### src/rtl/auto_ramp_seq_if.sv
// Command/status bundle between the AUTO motion sequencer and its controller.
// The controller drives the move request and step feedback; the sequencer drives the drive outputs.
interface auto_ramp_seq_if #(
  parameter int unsigned WIDTH_TR  = 16,
  parameter int unsigned WIDTH_CNT = 16
);
  logic                 start;
  logic                 stop;
  logic                 dir_cmd;
  logic [WIDTH_CNT-1:0] steps_target;
  logic [WIDTH_TR-1:0]  period_start;
  logic [WIDTH_TR-1:0]  period_min;
  logic [WIDTH_TR-1:0]  period_step;
  logic                 step_pulse;
  logic                 enable_AUTO;
  logic                 dir_AUTO;
  logic [WIDTH_TR-1:0]  period_AUTO;
  logic                 busy;
  logic                 done;
  logic [WIDTH_CNT-1:0] steps_done;

  modport master (
    output start, stop, dir_cmd, steps_target, period_start, period_min, period_step,
           step_pulse,
    input  enable_AUTO, dir_AUTO, period_AUTO, busy, done, steps_done
  );

  modport slave (
    input  start, stop, dir_cmd, steps_target, period_start, period_min, period_step,
           step_pulse,
    output enable_AUTO, dir_AUTO, period_AUTO, busy, done, steps_done
  );
endinterface

### src/rtl/auto_ramp_seq.sv
// AUTO-mode trapezoidal motion sequencer: accelerate, cruise, decelerate so the move lands
// on an exact step count, with a controlled early-stop path.
module auto_ramp_seq #(
  parameter int unsigned WIDTH_TR  = 16,
  parameter int unsigned WIDTH_CNT = 16
) (
  input logic             clk,
  input logic             rst,
  auto_ramp_seq_if.slave  bus
);

  typedef enum logic [2:0] {StIdle, StAccel, StCruise, StDecel, StDone} state_e;

  state_e               state_q, state_d;
  logic                 dir_q, dir_d;
  logic [WIDTH_TR-1:0]  period_q, period_d;
  logic [WIDTH_TR-1:0]  p_start_q, p_start_d;
  logic [WIDTH_TR-1:0]  p_min_q, p_min_d;
  logic [WIDTH_TR-1:0]  p_step_q, p_step_d;
  logic [WIDTH_CNT-1:0] steps_done_q, steps_done_d;
  logic [WIDTH_CNT-1:0] target_eff_q, target_eff_d;
  logic [WIDTH_CNT-1:0] ramp_len_q, ramp_len_d;
  logic                 enable_q, enable_d;
  logic                 busy_q, busy_d;
  logic                 done_q, done_d;

  // Saturating period neighbours, computed one bit wider so carry/borrow is visible.
  logic [WIDTH_TR:0]    period_sum, period_diff;
  logic [WIDTH_TR-1:0]  period_up, period_down;
  logic [WIDTH_CNT-1:0] steps_inc, rem;

  always_comb begin
    period_sum  = {1'b0, period_q} + {1'b0, p_step_q};
    period_diff = {1'b0, period_q} - {1'b0, p_step_q};
    period_up   = (period_sum > {1'b0, p_start_q}) ? p_start_q : period_sum[WIDTH_TR-1:0];
    period_down = (period_diff[WIDTH_TR] || (period_diff < {1'b0, p_min_q})) ?
                  p_min_q : period_diff[WIDTH_TR-1:0];
    steps_inc   = steps_done_q + WIDTH_CNT'(1);
    rem         = target_eff_q - steps_inc;
  end

  always_comb begin
    state_d      = state_q;
    dir_d        = dir_q;
    period_d     = period_q;
    p_start_d    = p_start_q;
    p_min_d      = p_min_q;
    p_step_d     = p_step_q;
    steps_done_d = steps_done_q;
    target_eff_d = target_eff_q;
    ramp_len_d   = ramp_len_q;

    unique case (state_q)
      StIdle: begin
        if (bus.start) begin
          dir_d        = bus.dir_cmd;
          p_start_d    = bus.period_start;
          p_min_d      = bus.period_min;
          p_step_d     = bus.period_step;
          target_eff_d = bus.steps_target;
          steps_done_d = '0;
          ramp_len_d   = '0;
          period_d     = bus.period_start;
          if (bus.steps_target == '0) begin
            state_d = StDone;
          end else if (bus.period_start <= bus.period_min) begin
            state_d = StCruise;
          end else begin
            state_d = StAccel;
          end
        end
      end

      StAccel, StCruise: begin
        if (bus.stop) begin
          // A coincident step is counted first, then the stop distance is measured from it.
          if (bus.step_pulse) begin
            steps_done_d = steps_inc;
          end
          if ((ramp_len_q == '0) || (bus.step_pulse && (rem == '0))) begin
            state_d = StDone;
          end else begin
            if (bus.step_pulse) begin
              period_d     = period_up;
              target_eff_d = steps_inc + ramp_len_q;
            end else begin
              target_eff_d = steps_done_q + ramp_len_q;
            end
            state_d = StDecel;
          end
        end else if (bus.step_pulse) begin
          steps_done_d = steps_inc;
          if (rem == '0) begin
            state_d = StDone;
          end else if (rem <= ramp_len_q) begin
            period_d = period_up;
            state_d  = StDecel;
          end else if (state_q == StAccel) begin
            ramp_len_d = ramp_len_q + WIDTH_CNT'(1);
            period_d   = period_down;
            if (period_down == p_min_q) begin
              state_d = StCruise;
            end
          end
        end
      end

      StDecel: begin
        if (bus.step_pulse) begin
          steps_done_d = steps_inc;
          period_d     = period_up;
          if (steps_inc == target_eff_q) begin
            state_d = StDone;
          end
        end
      end

      StDone: begin
        state_d = StIdle;
      end

      default: begin
        state_d = StIdle;
      end
    endcase

    // Outputs are registered from the next state so they line up with the state they describe.
    enable_d = (state_d == StAccel) || (state_d == StCruise) || (state_d == StDecel);
    busy_d   = enable_d;
    done_d   = (state_d == StDone);
  end

  always_ff @(posedge clk) begin
    if (!rst) begin
      state_q      <= StIdle;
      dir_q        <= 1'b0;
      period_q     <= '0;
      p_start_q    <= '0;
      p_min_q      <= '0;
      p_step_q     <= '0;
      steps_done_q <= '0;
      target_eff_q <= '0;
      ramp_len_q   <= '0;
      enable_q     <= 1'b0;
      busy_q       <= 1'b0;
      done_q       <= 1'b0;
    end else begin
      state_q      <= state_d;
      dir_q        <= dir_d;
      period_q     <= period_d;
      p_start_q    <= p_start_d;
      p_min_q      <= p_min_d;
      p_step_q     <= p_step_d;
      steps_done_q <= steps_done_d;
      target_eff_q <= target_eff_d;
      ramp_len_q   <= ramp_len_d;
      enable_q     <= enable_d;
      busy_q       <= busy_d;
      done_q       <= done_d;
    end
  end

  assign bus.enable_AUTO = enable_q;
  assign bus.dir_AUTO    = dir_q;
  assign bus.period_AUTO = period_q;
  assign bus.busy        = busy_q;
  assign bus.done        = done_q;
  assign bus.steps_done  = steps_done_q;

endmodule

### src/flat_wrapper.sv
// flat-port wrapper written by rule: the top's interface ports become plain ports
module auto_ramp_seq_flat 
#(
  parameter int unsigned WIDTH_TR  = 16,
  parameter int unsigned WIDTH_CNT = 16
)
  (clk, rst, bus_start, bus_stop, bus_dir_cmd, bus_steps_target, bus_period_start, bus_period_min, bus_period_step, bus_step_pulse, bus_enable_AUTO, bus_dir_AUTO, bus_period_AUTO, bus_busy, bus_done, bus_steps_done);
  auto_ramp_seq_if #(.WIDTH_TR(WIDTH_TR), .WIDTH_CNT(WIDTH_CNT)) bus_i ();
  input logic clk;
  input logic rst;
  input wire logic [$bits(bus_i.start)-1:0] bus_start;
  input wire logic [$bits(bus_i.stop)-1:0] bus_stop;
  input wire logic [$bits(bus_i.dir_cmd)-1:0] bus_dir_cmd;
  input wire logic [$bits(bus_i.steps_target)-1:0] bus_steps_target;
  input wire logic [$bits(bus_i.period_start)-1:0] bus_period_start;
  input wire logic [$bits(bus_i.period_min)-1:0] bus_period_min;
  input wire logic [$bits(bus_i.period_step)-1:0] bus_period_step;
  input wire logic [$bits(bus_i.step_pulse)-1:0] bus_step_pulse;
  output wire logic [$bits(bus_i.enable_AUTO)-1:0] bus_enable_AUTO;
  output wire logic [$bits(bus_i.dir_AUTO)-1:0] bus_dir_AUTO;
  output wire logic [$bits(bus_i.period_AUTO)-1:0] bus_period_AUTO;
  output wire logic [$bits(bus_i.busy)-1:0] bus_busy;
  output wire logic [$bits(bus_i.done)-1:0] bus_done;
  output wire logic [$bits(bus_i.steps_done)-1:0] bus_steps_done;
  assign bus_i.start = bus_start;
  assign bus_i.stop = bus_stop;
  assign bus_i.dir_cmd = bus_dir_cmd;
  assign bus_i.steps_target = bus_steps_target;
  assign bus_i.period_start = bus_period_start;
  assign bus_i.period_min = bus_period_min;
  assign bus_i.period_step = bus_period_step;
  assign bus_i.step_pulse = bus_step_pulse;
  assign bus_enable_AUTO = bus_i.enable_AUTO;
  assign bus_dir_AUTO = bus_i.dir_AUTO;
  assign bus_period_AUTO = bus_i.period_AUTO;
  assign bus_busy = bus_i.busy;
  assign bus_done = bus_i.done;
  assign bus_steps_done = bus_i.steps_done;
  auto_ramp_seq #(.WIDTH_TR(WIDTH_TR), .WIDTH_CNT(WIDTH_CNT)) u_core (.clk(clk), .rst(rst), .bus(bus_i));
endmodule
### config.mk
export PLATFORM = sky130hd
export DESIGN_NAME = auto_ramp_seq_flat
export DESIGN_NICKNAME = d
export VERILOG_FILES = /design/src/rtl/auto_ramp_seq_if.sv /design/src/rtl/auto_ramp_seq.sv /design/src/flat_wrapper.sv
export SDC_FILE = /design/constraint.sdc
export NUM_CORES = 1
export LEC_CHECK = 0
export ABC_CLOCK_PERIOD_IN_PS = 7210
export BUFFER_PORTS_ARGS = -buffer_cell sky130_fd_sc_hd__buf_2
export CAP_MARGIN = 5
export CORE_AREA = 8 8 159 161
export CTS_BUF_LIST = sky130_fd_sc_hd__clkbuf_8
export DETAILED_ROUTE_END_ITERATION = 8
export DIE_AREA = 0 0 167 169
export PLACE_DENSITY = 0.67
export SYNTH_ARGS = -nofsm -noshare
export SYNTH_HDL_FRONTEND = slang
export SYNTH_SLANG_ARGS = --single-unit
### constraint.sdc
create_clock -name clk -period 7.21 [get_ports clk]
set_input_delay 0.3605 -clock clk [delete_from_list [all_inputs] [get_ports clk]]
set_output_delay 0.3605 -clock clk [all_outputs]
set_load 0.02 [all_outputs]
* Yosys cells after proc, flatten, opt, wreduce, memory -nomap -nowiden *
Index checks and enable logic that the tools add are counted.

operators by class
  $add $sub $neg = 7
  magnitude comparators = 4
  equal/unequal tests = 22
  multiplexer cells = 38
  reduce and logical (&&, ||, !) cells = 19

operators with widths
  operator                                                                number
  16-bit 2-to-1 mux                                                       21
  16-bit one-hot mux with 2 select lines                                  3
  16-bit logical NOT                                                      3
  16-bit one-hot mux with 3 select lines                                  1
  3-bit 2-to-1 mux                                                        11
  16-bit by 1-bit adder with 16-bit output (second input constant)        2
  16-bit adder                                                            2
  16-bit equality test                                                    2
  16-bit less-or-equal comparator                                         2
  16-bit by 16-bit adder with 17-bit output                               1
  17-bit by 16-bit > comparator with 1-bit output                         1
  17-bit by 16-bit less-than comparator with 1-bit output                 1
  16-bit by 16-bit subtractor with 17-bit output                          1
  16-bit subtractor                                                       1
  2-bit != test (second input constant)                                   7
  3-bit by 2-bit equality test with 1-bit output (second input constant)  4
  3-bit != test (second input constant)                                   3
  3-bit one-hot mux with 3 select lines                                   1
  7-bit AND reduction                                                     1
  3-bit by 1-bit equality test with 1-bit output (second input constant)  2
  6-bit AND reduction                                                     1
  1-bit logical OR                                                        4
  2-bit by 1-bit != test with 1-bit output (second input constant)        2
  4-bit by 2-bit != test with 1-bit output (second input constant)        1
  other kinds (11)                                                        12

storage, ports and cells
  bits in registers = 118
  bits of input ports = 70
  output and inout port bits = 36
  word-level logic and storage cells = 101

* Longest topological paths before layout *
Gate-level depths: netlist of the first run.

  depth after elaboration = 15
  gate-level depth with buffers = 29
  gate-level depth less buffers = 25

* Worst setup path after synthesis of the first run *
No wires, ideal clock.

  path kind = register -> register
  from = reg u_core.steps_done_q[0], in the netlist u_core.bus.steps_done[0]
  to = reg u_core.period_q[12], in the netlist u_core.bus.period_AUTO[12]
  arrival = 6.036 ns
  data required time = 7.119 ns
  path slack = 1.083 ns
  cell stages (with the launch flop) = 28
  path buffers = 4
  clock period less this slack = 6.127 ns
  cells stage by stage = dfxtp_1 > ha_1 > and3_1 > and3_1 > clkbuf_1 > and3_1 > clkbuf_1 > and3_1 > clkbuf_1 > xnor2_1 > ha_1 > and3_1 > and2_1 > o21a_1 > a211oi_1 > o311ai_0 > ha_1 > or3_1 > a2111oi_0 > o221ai_1 > nand3_1 > nand3b_1 > a31o_2 > o221ai_1 > nand3_1 > buf_2 > nor2_1 > a311oi_1

on the way
  longest elaborated chain between the ends = 8

RTL lines
  what                                        RTL line              RTL
  start: declaration                          auto_ramp_seq.sv:20   logic [WIDTH_CNT-1:0] steps_done_q, steps_done_d;
  start signal: assignment                    auto_ramp_seq.sv:154  steps_done_q <= steps_done_d;
  16-bit by 1-bit adder with 16-bit output *  auto_ramp_seq.sv:38   steps_inc = steps_done_q + WIDTH_CNT'(1);
  16-bit subtractor *                         auto_ramp_seq.sv:39   rem = target_eff_q - steps_inc;
  16-bit less-or-equal comparator             auto_ramp_seq.sv:95   end else if (rem <= ramp_len_q) begin
  16-bit 2-to-1 mux                           auto_ramp_seq.sv:95
  16-bit 2-to-1 mux                           auto_ramp_seq.sv:93   if (rem == '0) begin
  16-bit 2-to-1 mux                           auto_ramp_seq.sv:91   end else if (bus.step_pulse) begin
  16-bit 2-to-1 mux                           auto_ramp_seq.sv:75   if (bus.stop) begin
  16-bit one-hot mux with 3 select lines      auto_ramp_seq.sv:53   unique case (state_q)
  end signal: assignment                      auto_ramp_seq.sv:150  period_q <= period_d;
  end: declaration                            auto_ramp_seq.sv:16   logic [WIDTH_TR-1:0] period_q, period_d;

Mark *: on every way between the ends. The rest lies on a longest branch, timed or not. The select of a mux whose other input is x is not followed.
A chain may end at the register's enable or synchronous reset.

* Worst setup path in the final report of the first run *
  from = reg u_core.steps_done_q[1], in the netlist u_core.bus.steps_done[1]
  to = reg u_core.ramp_len_q[1]

on the way
  longest elaborated chain between the ends = 5

RTL lines
  what                                                                          RTL line                                  RTL
  16-bit by 1-bit adder with 16-bit output *                                    auto_ramp_seq.sv:38
  16-bit subtractor *                                                           auto_ramp_seq.sv:39
  16-bit less-or-equal comparator / 16-bit logical NOT (equally long branches)  auto_ramp_seq.sv:95, auto_ramp_seq.sv:93
  2-bit != test (no source line)                                                -
  7-bit AND reduction (no source line) *                                        -
  end signal: assignment                                                        auto_ramp_seq.sv:156                      ramp_len_q <= ramp_len_d;
  end: declaration                                                              auto_ramp_seq.sv:22                       logic [WIDTH_CNT-1:0] ramp_len_q, ramp_len_d;

Mark *: on every way between the ends. The rest lies on a longest branch, timed or not.

==> metrics.txt, run 1 <==
sw power 3.07 mW; Tmin final 6.59 ns; max_cap viols 0; Reg-to-Reg End u_core.ramp_len_q[1]; worst r2r src u_core.bus.steps_done[1]; Final Setup Violations 0; CTS H-tree depth 4; die area 0.0282 mm^2; initial antenna violation count 0; Post-CTS Setup Bufs 0; synthesis-to-finish area growth 9.12%; # IOs 106; CTS tree built; chip width 167 um; critical-path maximum fanout 16; Routability Congestion 0.943; ys async rst share 0%; Slew @ Worst Pin 1.18 ns; CP Capture Type flop; largest net degree at the start of global routing 99; CTS Hold Bufs 0; register area share after synthesis 21.2%; clock tree buffer depth 2; Clock transition at path regs 0.09 ns; Root Driver clkbuf_8; Peak VDD IR 223 uV; most common cell after layout, fill and taps aside nand2_1; Hold Path Class input port to flop; cell taking the most area after synthesis dfxtp_1; Req. time, crit path 7.52 ns; first-iteration detailed-routing DRC count 1163; CP startpoint kind flop; Clk Latency, worst-skew pair 0.47 ns; via/cell ratio 5.91; Initial Utilization 48.7%; DRC 0; Sw Ratio 53.7%; number of global-route vias before repair 10000; Max Slew Vio Count 0; FF+latch count, synth 118; Cells after Synth 1506; Leakage 4.94 nW; clock power share 10.5%; Slew headroom 21.5%; total global-route track usage 24.2%; Worst Skew 0.0188 ns; Post-CTS Resized 0; setup_tns 0 ns; distinct cell type count after synthesis 86; share of post-route cells with drive strength above 1 11.7%; Core Area 0.0229 mm^2; Syn. warnings 0; f_max 0.152 GHz; Site Rows 56; Arr. time, crit path 6.89 ns; sequential power share 16.5%; Power Density 470 mW/mm^2; detailed-router iteration count before antenna repair 6; Power, Total 5.72 mW; combinational fraction of design power 72.9%; routed len/inst 18.4 um; cell count of the worst reg-to-reg path 22; Synth Flop Type dfxtp_1; Critical Path Sink u_core.ramp_len_q[1]; routed via count 11000; CP Class flop to flop; register-to-register setup slack 0.62 ns; clk sink count 118; GRT overflow 0; Routed Antenna Nets 0; Fin. Hold Viols 0; leading cell types in the layout, fill and taps excluded 198 x nand2_1, 164 x nor2_1, 128 x ha_1, 123 x a21oi_1, 118 x dfxtp_1; leading post-synthesis cells by cell area dfxtp_1 21%, ha_1 14%, xnor2_1 6.8%; first-pass GRT wire length 54.8 mm; CP Launch Point u_core.bus.steps_done[1]; WL final 34.4 mm; Synth top area share 21.2%; number of I/O port buffers 105; syn_nets 1708; Inserted Diodes 0; unrepaired setup endpoints after global routing no; Mapped Area 0.0112 mm^2; CTS Buf Count 17; Die H 169 um; DP HPWL 26.3 mm; Post-synth EDFFs 0; Final Cycle Share 91.3%; Final Net Count 1764; Synth Area per Inst 7.40 um^2; internal power 2.65 mW; outcome completed
==> worst min path at each step <==
stage,start,end,cells after the start
2_1_floorplan,u_core.p_min_q[9],u_core.p_min_q[9],2
3_3_place_gp,u_core.bus.dir_AUTO,u_core.bus.dir_AUTO,2
3_5_place_dp,u_core.bus.dir_AUTO,u_core.bus.dir_AUTO,2
4_1_cts,bus_period_step[3],u_core.p_step_q[3],3
5_1_grt,bus_period_step[4],u_core.p_step_q[4],3
6_report,bus_period_step[13],u_core.p_step_q[13],3
==> kinds of logic after synthesis <==
kind of cell,count (synthesis),share of synthesized area [%]
AND/OR/NAND/NOR,564,24.1
AO/OA/AOI/OAI,392,23.9
buffers and inverters,189,6.70
adder cells (fa/ha/maj),132,15.1
flip-flops,118,21.2
XOR/XNOR,103,8.34
multiplexers,8,0.741
==> critical path, cell delays in order, from the launching register on <==
cell,delay [ns]
dfxtp_1,0.45
ha_1,0.29
and3_1,0.26
and3_1,0.26
and3_1,0.26
and3_1,0.33
xnor2_1,0.18
ha_1,0.31
and3_1,0.19
and2_1,0.19
o21a_1,0.23
a211oi_1,0.32
o311ai_0,0.25
ha_1,0.27
or3_1,0.36
a2111oi_0,0.52
o221ai_1,0.25
nand3_1,0.33
nor2_1,0.12
a41oi_4,0.64
nor2_1,0.17
nand4_1,0.14
o31ai_1,0.08
==> cell usage after synthesis (all sizes together) (4+ instances only) <==
master / count
nor4: 17
and2: 9
or2: 13
o2111ai: 6
a2111oi: 8
inv: 110
nand2: 199
nor4b: 5
a22oi: 8
nor2b: 15
dfxtp: 118
nor3b: 6
o31a: 7
a31oi: 14
xor2: 14
o221ai: 4
nor3: 33
o21bai: 7
nand3: 29
o211ai: 14
mux2i: 6
nand2b: 17
buf: 17
xnor2: 87
ha: 128
nor2: 166
fa: 4
o21ai: 62
clkbuf: 61
nand4: 25
a211oi: 24
o311ai: 6
a21oi: 124
or3: 7
o21a: 17
a222oi: 11
a21o: 16
o22ai: 5
o31ai: 9
and3: 13
a221oi: 7
a311oi: 18
==> final cells by class <==
cell class              count  area (um^2)
inverters                 111          418
flip-flops and latches    118         2360
fillers                  2292        10700
multi-input cells        1199         8060
well taps                 290          363
repair buffers            115          601
clock buffers              17          234
clock inverters            15          131
==> registers in the layout, summed over array words and instances (netlist names) <==
| register | flops |
|---|---|
| u_core.bus.enable_AUTO | 1 |
| u_core.target_eff_q | 16 |
| u_core.state_q | 3 |
| u_core.p_step_q | 16 |
| u_core.p_min_q | 16 |
| u_core.bus.steps_done | 16 |
| u_core.bus.dir_AUTO | 1 |
| u_core.bus.period_AUTO | 16 |
| u_core.p_start_q | 16 |
| u_core.ramp_len_q | 16 |
| u_core.bus.done | 1 |
==> metrics by stage <==
| step | std cells | hold slack (ns) | util [%] | setup slack, ns | area (um^2) |
|---|---|---|---|---|---|
| finish | 1865 | 0.117 | 53.1 | 0.624 | 12200 |
| global route | 1865 | 0.104 | 53.1 | 0.0815 | 12200 |
| CTS | 1865 | 0.0988 | 53.1 | 0.654 | 12200 |
| detailed placement | 1833 | 0.445 | 51.5 | 0.699 | 11800 |
| global placement | 1833 | 0.441 | 51.5 | 0.905 | 11800 |
| floorplan | 1506 | 0.436 | - | 1.08 | 11200 |
==> power groups by stage <==
stage	clock [mW]	combinational, mW	sequential, mW
2_1_floorplan	0	3.07	0.944
3_3_place_gp	0	4.04	0.953
3_5_place_dp	0	4.07	0.955
4_1_cts	0.613	4.10	0.940
5_1_grt	0.644	4.66	0.961
6_report	0.602	4.17	0.945
==> per-layer routing <==
metal  up-vias  wire length [um]  part of all wire (%)  track usage, %
li1       5462                 -                     -               -
met1      5126             16600                    48            35.4
met2       402             14300                    42            35.7
met3        40              2880                   8.4            4.36
met4         0               568                   1.7            6.54
met5         -                 0                     0               0
(Power assumes the default switching activity.)
==> inputs of run 2 (changes only) <==
CORE_AREA = 8 8 167 153   (was 8 8 159 161)
DIE_AREA = 0 0 175 161   (was 0 0 167 169)
==> run 2 against run 1 <==
Effect of this change:
- wire length up 4.9%
- flip-flop and latch count unchanged
- sequential power increased by 0.5%
- power increased by 1.9%
- critical path depth unchanged
- worst setup slack got worse by 0.13 ns
- final cell count increased by 0.54%
- clock power rose by 6.3%
- final area rose by 0.27%
- hold slack improved by 0.012 ns
- largest cell class unchanged
==> metrics.txt, run 2 (synthesis gave the netlist of run 1 again) <==
outcome completed; Req. time, crit path 7.53 ns; # IOs 106; Peak VDD IR 265 uV; hold path start bus_period_step[5]; CTS H-tree depth 4; pre-CTS WS 0.591 ns; Worst Skew 0.0214 ns; Clk Latency, worst-skew pair 0.46 ns; combinational fraction of design power 72.7%; number of I/O port buffers 105; GR Layer Usage met2 35.8%; chip width 175 um; Site Rows 53; leading cell types in the layout, fill and taps excluded 198 x nand2_1, 164 x nor2_1, 128 x ha_1, 123 x a21oi_1, 118 x dfxtp_1; met3 usage 6.86%; CTS Buf Count 17; share of post-route cells with drive strength above 1 11.4%; f_max 0.149 GHz; first-iteration detailed-routing DRC count 1133; DP HPWL 27.7 mm; Hold Path Class input port to flop; Final Cycle Share 93.1%; routed len/inst 19.2 um; die area 0.0282 mm^2; detailed-router iteration count before antenna repair 6; CP Class flop to flop; synthesis-to-finish area growth 9.41%; Max Slew Vio Count 0; WL final 36.1 mm; sw power 3.10 mW; first-pass GRT wire length 56.5 mm; initial antenna violation count 0; register-to-register setup slack 0.50 ns; worst r2r src u_core.bus.steps_done[1]; FILL cells 2269; clock power share 11.0%; Slew @ Worst Pin 1.17 ns; GRT overflow 0; CP startpoint kind flop; Min Hold Slack 0.129 ns; Final Net Count 1763; placed cells 1844; Reg-to-Reg End u_core.ramp_len_q[1]; Tmin final 6.71 ns; critical-path maximum fanout 16; Slew headroom 20.7%; most common cell after layout, fill and taps aside nand2_1; Initial Utilization 48.7%; clock tree buffer depth 2; Worst Hold Depth 3; routed via count 11100; max_cap viols 0; number of global-route vias before repair 10200; Power Density 477 mW/mm^2; Routability Congestion 0.934; Leakage 4.97 nW; setup ws final 0.498 ns; via/cell ratio 5.94; Inserted Diodes 0; Root Driver clkbuf_8; Die H 161 um; Core Area 0.0229 mm^2; Sw Ratio 53.2%; setup_tns 0 ns; GR peak layer met1; Layout Cells excl Fill 1875; Routed Antenna Nets 0; cell count of the worst reg-to-reg path 22; clk sink count 118; sequential power share 16.3%; CP Capture Type flop; Hold Path Sink u_core.p_step_q[5]; total global-route track usage 25.0%; GR Util met1 35.9%; CTS tree built; Final Setup Violations 0; Clock transition at path regs 0.09 ns; DRC 0; Power, Total 5.82 mW; internal power 2.72 mW; Arr. time, crit path 7.03 ns; Fin. Hold Viols 0; largest net degree at the start of global routing 67
run 2: cell types whose count changed in the layout (fill, tap and decap cells not counted), sizes merged:
cell / previous run / this run
bufinv: 1 / 3
clkinv: 9 / 7
clkbuf: 17 / 18
buf: 115 / 114
clkinvlp: 5 / 2
inv: 111 / 112
run 2: how the worst max path moves through the flow:
stage          cells after the start  slack, ns                          to                      from
2_1_floorplan                     27       1.08  u_core.bus.period_AUTO[12]  u_core.bus.steps_done[0]
3_3_place_gp                      22       0.89        u_core.ramp_len_q[0]  u_core.bus.steps_done[1]
3_5_place_dp                      22       0.59        u_core.ramp_len_q[1]  u_core.bus.steps_done[1]
4_1_cts                           22       0.52        u_core.ramp_len_q[1]  u_core.bus.steps_done[1]
5_1_grt                           24      -0.03   u_core.bus.period_AUTO[7]  u_core.bus.steps_done[1]
6_report                          22       0.50        u_core.ramp_len_q[1]  u_core.bus.steps_done[1]
run 2: what timing repair did:
action                                  CTS  global route
hold buffers                              0             0
endpoints found under the setup margin    0            10
setup buffers                             0             0
resized for setup                         0             1
run 2: critical path, cell delays in order (launching register included):
cell and delay (ns):
dfxtp_1 0.44, ha_1 0.27, and3_1 0.26, and3_1 0.26, and3_1 0.26, and3_1 0.33, xnor2_1 0.19, ha_1 0.31
and3_1 0.19, and2_1 0.19, o21a_1 0.23, a211oi_1 0.33, o311ai_0 0.30, ha_1 0.29, or3_1 0.37, a2111oi_1 0.53
o221ai_1 0.25, nand3_1 0.32, nor2_1 0.12, a41oi_4 0.66, nor2_1 0.21, nand4_1 0.17, o31ai_1 0.08
run 2: stage by stage:
stage	area, um^2	utilization [%]
floorplan	11200	-
global placement	11800	51.6
detailed placement	11800	51.6
CTS	12200	53.3
global route	12200	53.3
finish	12200	53.3
run 2: power groups by stage:
stage               Clock (mW)  Combinational, mW  Sequential [mW]
CTS                      0.654               4.14            0.944
detailed placement           0               4.11            0.958
global placement             0               4.07            0.955
finish                   0.640               4.23            0.950
floorplan                    0               3.07            0.944
global route             0.678               4.65            0.965
run 2: final cells by class:
cell class	instances	area [um^2]	area share (%)
Clock buffer	18	248	2.03
Clock inverter	13	141	1.16
Sequential cell	118	2360	19.4
Multi-Input combinational cell	1199	8060	66.1
Tap cell	302	378	3.10
Timing Repair Buffer	114	593	4.86
Inverter	111	418	3.43
run 2: metal layers:
layer	up-vias	wire [um]
met5	-	0
met1	5190	17100
met3	45	3520
met4	0	707
li1	5451	-
met2	449	14700
==> inputs of run 3 (changes only) <==
ABC_CLOCK_PERIOD_IN_PS = 6220   (was 7210)
GPL_TIMING_DRIVEN = 0   (was not set)
clock period = 6.22 ns   (was 7.21 ns; I/O delays follow)
==> run 3 against run 2 <==
Effect of this change:
- die area stayed put
- non-clock buffer count is 72 higher
- flip-flop and latch count stayed put
- register-to-register slack worse by 0.31 ns
- final cell count is 3.9% higher
- worst setup slack worse by 0.31 ns
- sequential share of layout area is 0.67 points lower
- final area is 3.8% higher
- hold slack worse by 0.056 ns
==> metrics.txt, run 3 (synthesis gave the netlist of run 1 again) <==
initial antenna violation count 0; met2 WL post-DR 16.0 mm; Fin. Hold Viols 0; outcome completed; Met3 Wirelength 4.59 mm; Final Net Count 1835; clk sink count 118; first-pass GRT wire length 61.0 mm; # IOs 106; GRT overflow 0; die area 0.0282 mm^2; detailed-router iteration count before antenna repair 6; via/cell ratio 6.02; Routed Antenna Nets 0; Highest Signal Layer met4; CP startpoint kind flop; FILL cells 2269; Final Cycle Share 96.9%; worst r2r src u_core.bus.period_AUTO[0]; Arr. time, crit path 6.39 ns; Max stage delay on crit path 0.52 ns; Tmin final 6.03 ns; total global-route track usage 27.4%; Core Area 0.0229 mm^2; Max Slew Vio Count 0; worst path cell trace ha_1 -> fa_1 -> nor2b_1 -> o311a_1 -> o41a_1 -> a221o_1 -> a21oi_1 -> o21ai_0 -> xnor2_1 -> ha_1 -> nand4_1 -> nor2_1 -> nand3_1 -> nor3_1 -> a221oi_1 -> a211oi_2 -> clkbuf_1 -> a21oi_1 -> a21oi_1 -> nor3_1 -> a211oi_1; Initial Utilization 48.7%; WL final 39.9 mm; cell count of the worst reg-to-reg path 21; Clk Latency, worst-skew pair 0.46 ns; clock tree buffer depth 2; Slew @ Worst Pin 1.19 ns; Slew headroom 20.4%; max_cap viols 0; Req. time, crit path 6.58 ns; Power Density 576 mW/mm^2; crit-path leading delay family compound AO/OA/AOI/OAI gates; CP bufs+invs 1; CTS tree built; register-to-register setup slack 0.19 ns; Inserted Diodes 0; first-iteration detailed-routing DRC count 1427; M1 wire length 18.7 mm; Peak VDD IR 332 uV; Hold Path Class input port to flop; number of I/O port buffers 104; f_max 0.166 GHz; DP HPWL 31.3 mm; critical-path maximum fanout 10; Slowest cell on crit path a211oi_2; leading cell types in the layout, fill and taps excluded 199 x nand2_1, 165 x nor2_1, 126 x ha_1, 123 x a21oi_1, 116 x dfxtp_1; share of post-route cells with drive strength above 1 13.1%; Worst Skew 0.0138 ns; Power, Total 7.30 mW; setup ws final 0.191 ns; crit-path most repeated cell a21oi_1; CP Capture Type flop; unrepaired setup endpoints after global routing yes; CTS Buf Count 17; Min Hold Slack 0.0724 ns; largest net degree at the start of global routing 17; Die H 161 um; Root Driver clkbuf_8; hold path start bus_period_step[7]; Routability Congestion 1.00; Site Rows 53; routed len/inst 20.5 um; Leakage 5.12 nW; chip width 175 um; routed via count 11700; Clock transition at path regs 0.08 ns; most common cell after layout, fill and taps aside nand2_1; synthesis-to-finish area growth 13.6%; Final Setup Violations 0; CTS H-tree depth 4; Hold Path Sink u_core.p_step_q[7]; Reg-to-Reg End u_core.bus.period_AUTO[11]; Worst Hold Depth 3; CP Class flop to flop; DRC 0; Layout Cells excl Fill 1948; number of global-route vias before repair 10800; placed cells 1912; pre-CTS WS -1.41 ns
-- run 3: cell types whose count changed in the layout (fill, tap and decap cells not counted), moves of 3 or more --
cell	change
xor2_1	-3
clkbuf_1	+56
buf_6	+3
clkinv_2	-4
and3_2	+3
buf_2	+9
and3_1	-4
-- run 3: where the power goes --
part	switching [mW]	internal, mW	total, mW
logic	3.41	2.02	5.42
registers	0.192	0.906	1.10
clock network	0.364	0.415	0.780
total	3.96	3.34	7.30
-- run 3: layer usage --
metal	vias up	global-route usage (%)
met2	555	38.8
met4	0	5.66
met3	47	8.19
met5	-	0
li1	5609	-
met1	5525	40.0
-- run 3: worst max-delay path by stage --
stage,from,cells after the start,slack [ns],endpoint
floorplan,u_core.bus.steps_done[0],27,0.09,u_core.bus.period_AUTO[3]
CTS,u_core.bus.steps_done[0],27,0.04,u_core.bus.period_AUTO[8]
global route,u_core.bus.period_AUTO[0],21,-0.01,u_core.bus.period_AUTO[11]
global placement,u_core.bus.steps_done[0],26,-1.32,u_core.bus.period_AUTO[8]
finish,u_core.bus.period_AUTO[0],21,0.19,u_core.bus.period_AUTO[11]
detailed placement,u_core.bus.steps_done[0],26,-1.41,u_core.bus.period_AUTO[13]
-- run 3: tightest hold or removal path, cell delays in order --
cell     delay (ns)
buf_2          0.09
nand2_1        0.04
a21oi_1        0.05
-- run 3: final cells by class --
type | instances | area, um^2 | area share [%]
buffer | 75 | 333 | 2.63
clock buffer | 19 | 262 | 2.06
clock inverter | 13 | 156 | 1.23
inverter | 111 | 417 | 3.29
multi-input combinational | 1199 | 8180 | 64.6
sequential | 118 | 2370 | 18.7
tap | 302 | 378 | 2.98
timing repair buffer | 111 | 573 | 4.52
-- run 3: through the flow --
step           util, %  cell area [um^2]  TNS [ns]
2_1_floorplan        -             11200         0
3_3_place_gp      52.7             12000    -36.91
3_5_place_dp      52.7             12000    -39.49
4_1_cts           55.0             12600         0
5_1_grt           55.4             12700   -0.0128
6_report          55.4             12700         0
-- run 3: timing repair --
item / CTS / global route
resized for setup: 23 / 11
hold buffers: 0 / 0
buffers inserted: 3 / 4
pin swaps: 3 / 3
setup endpoints to repair: 35 / 34
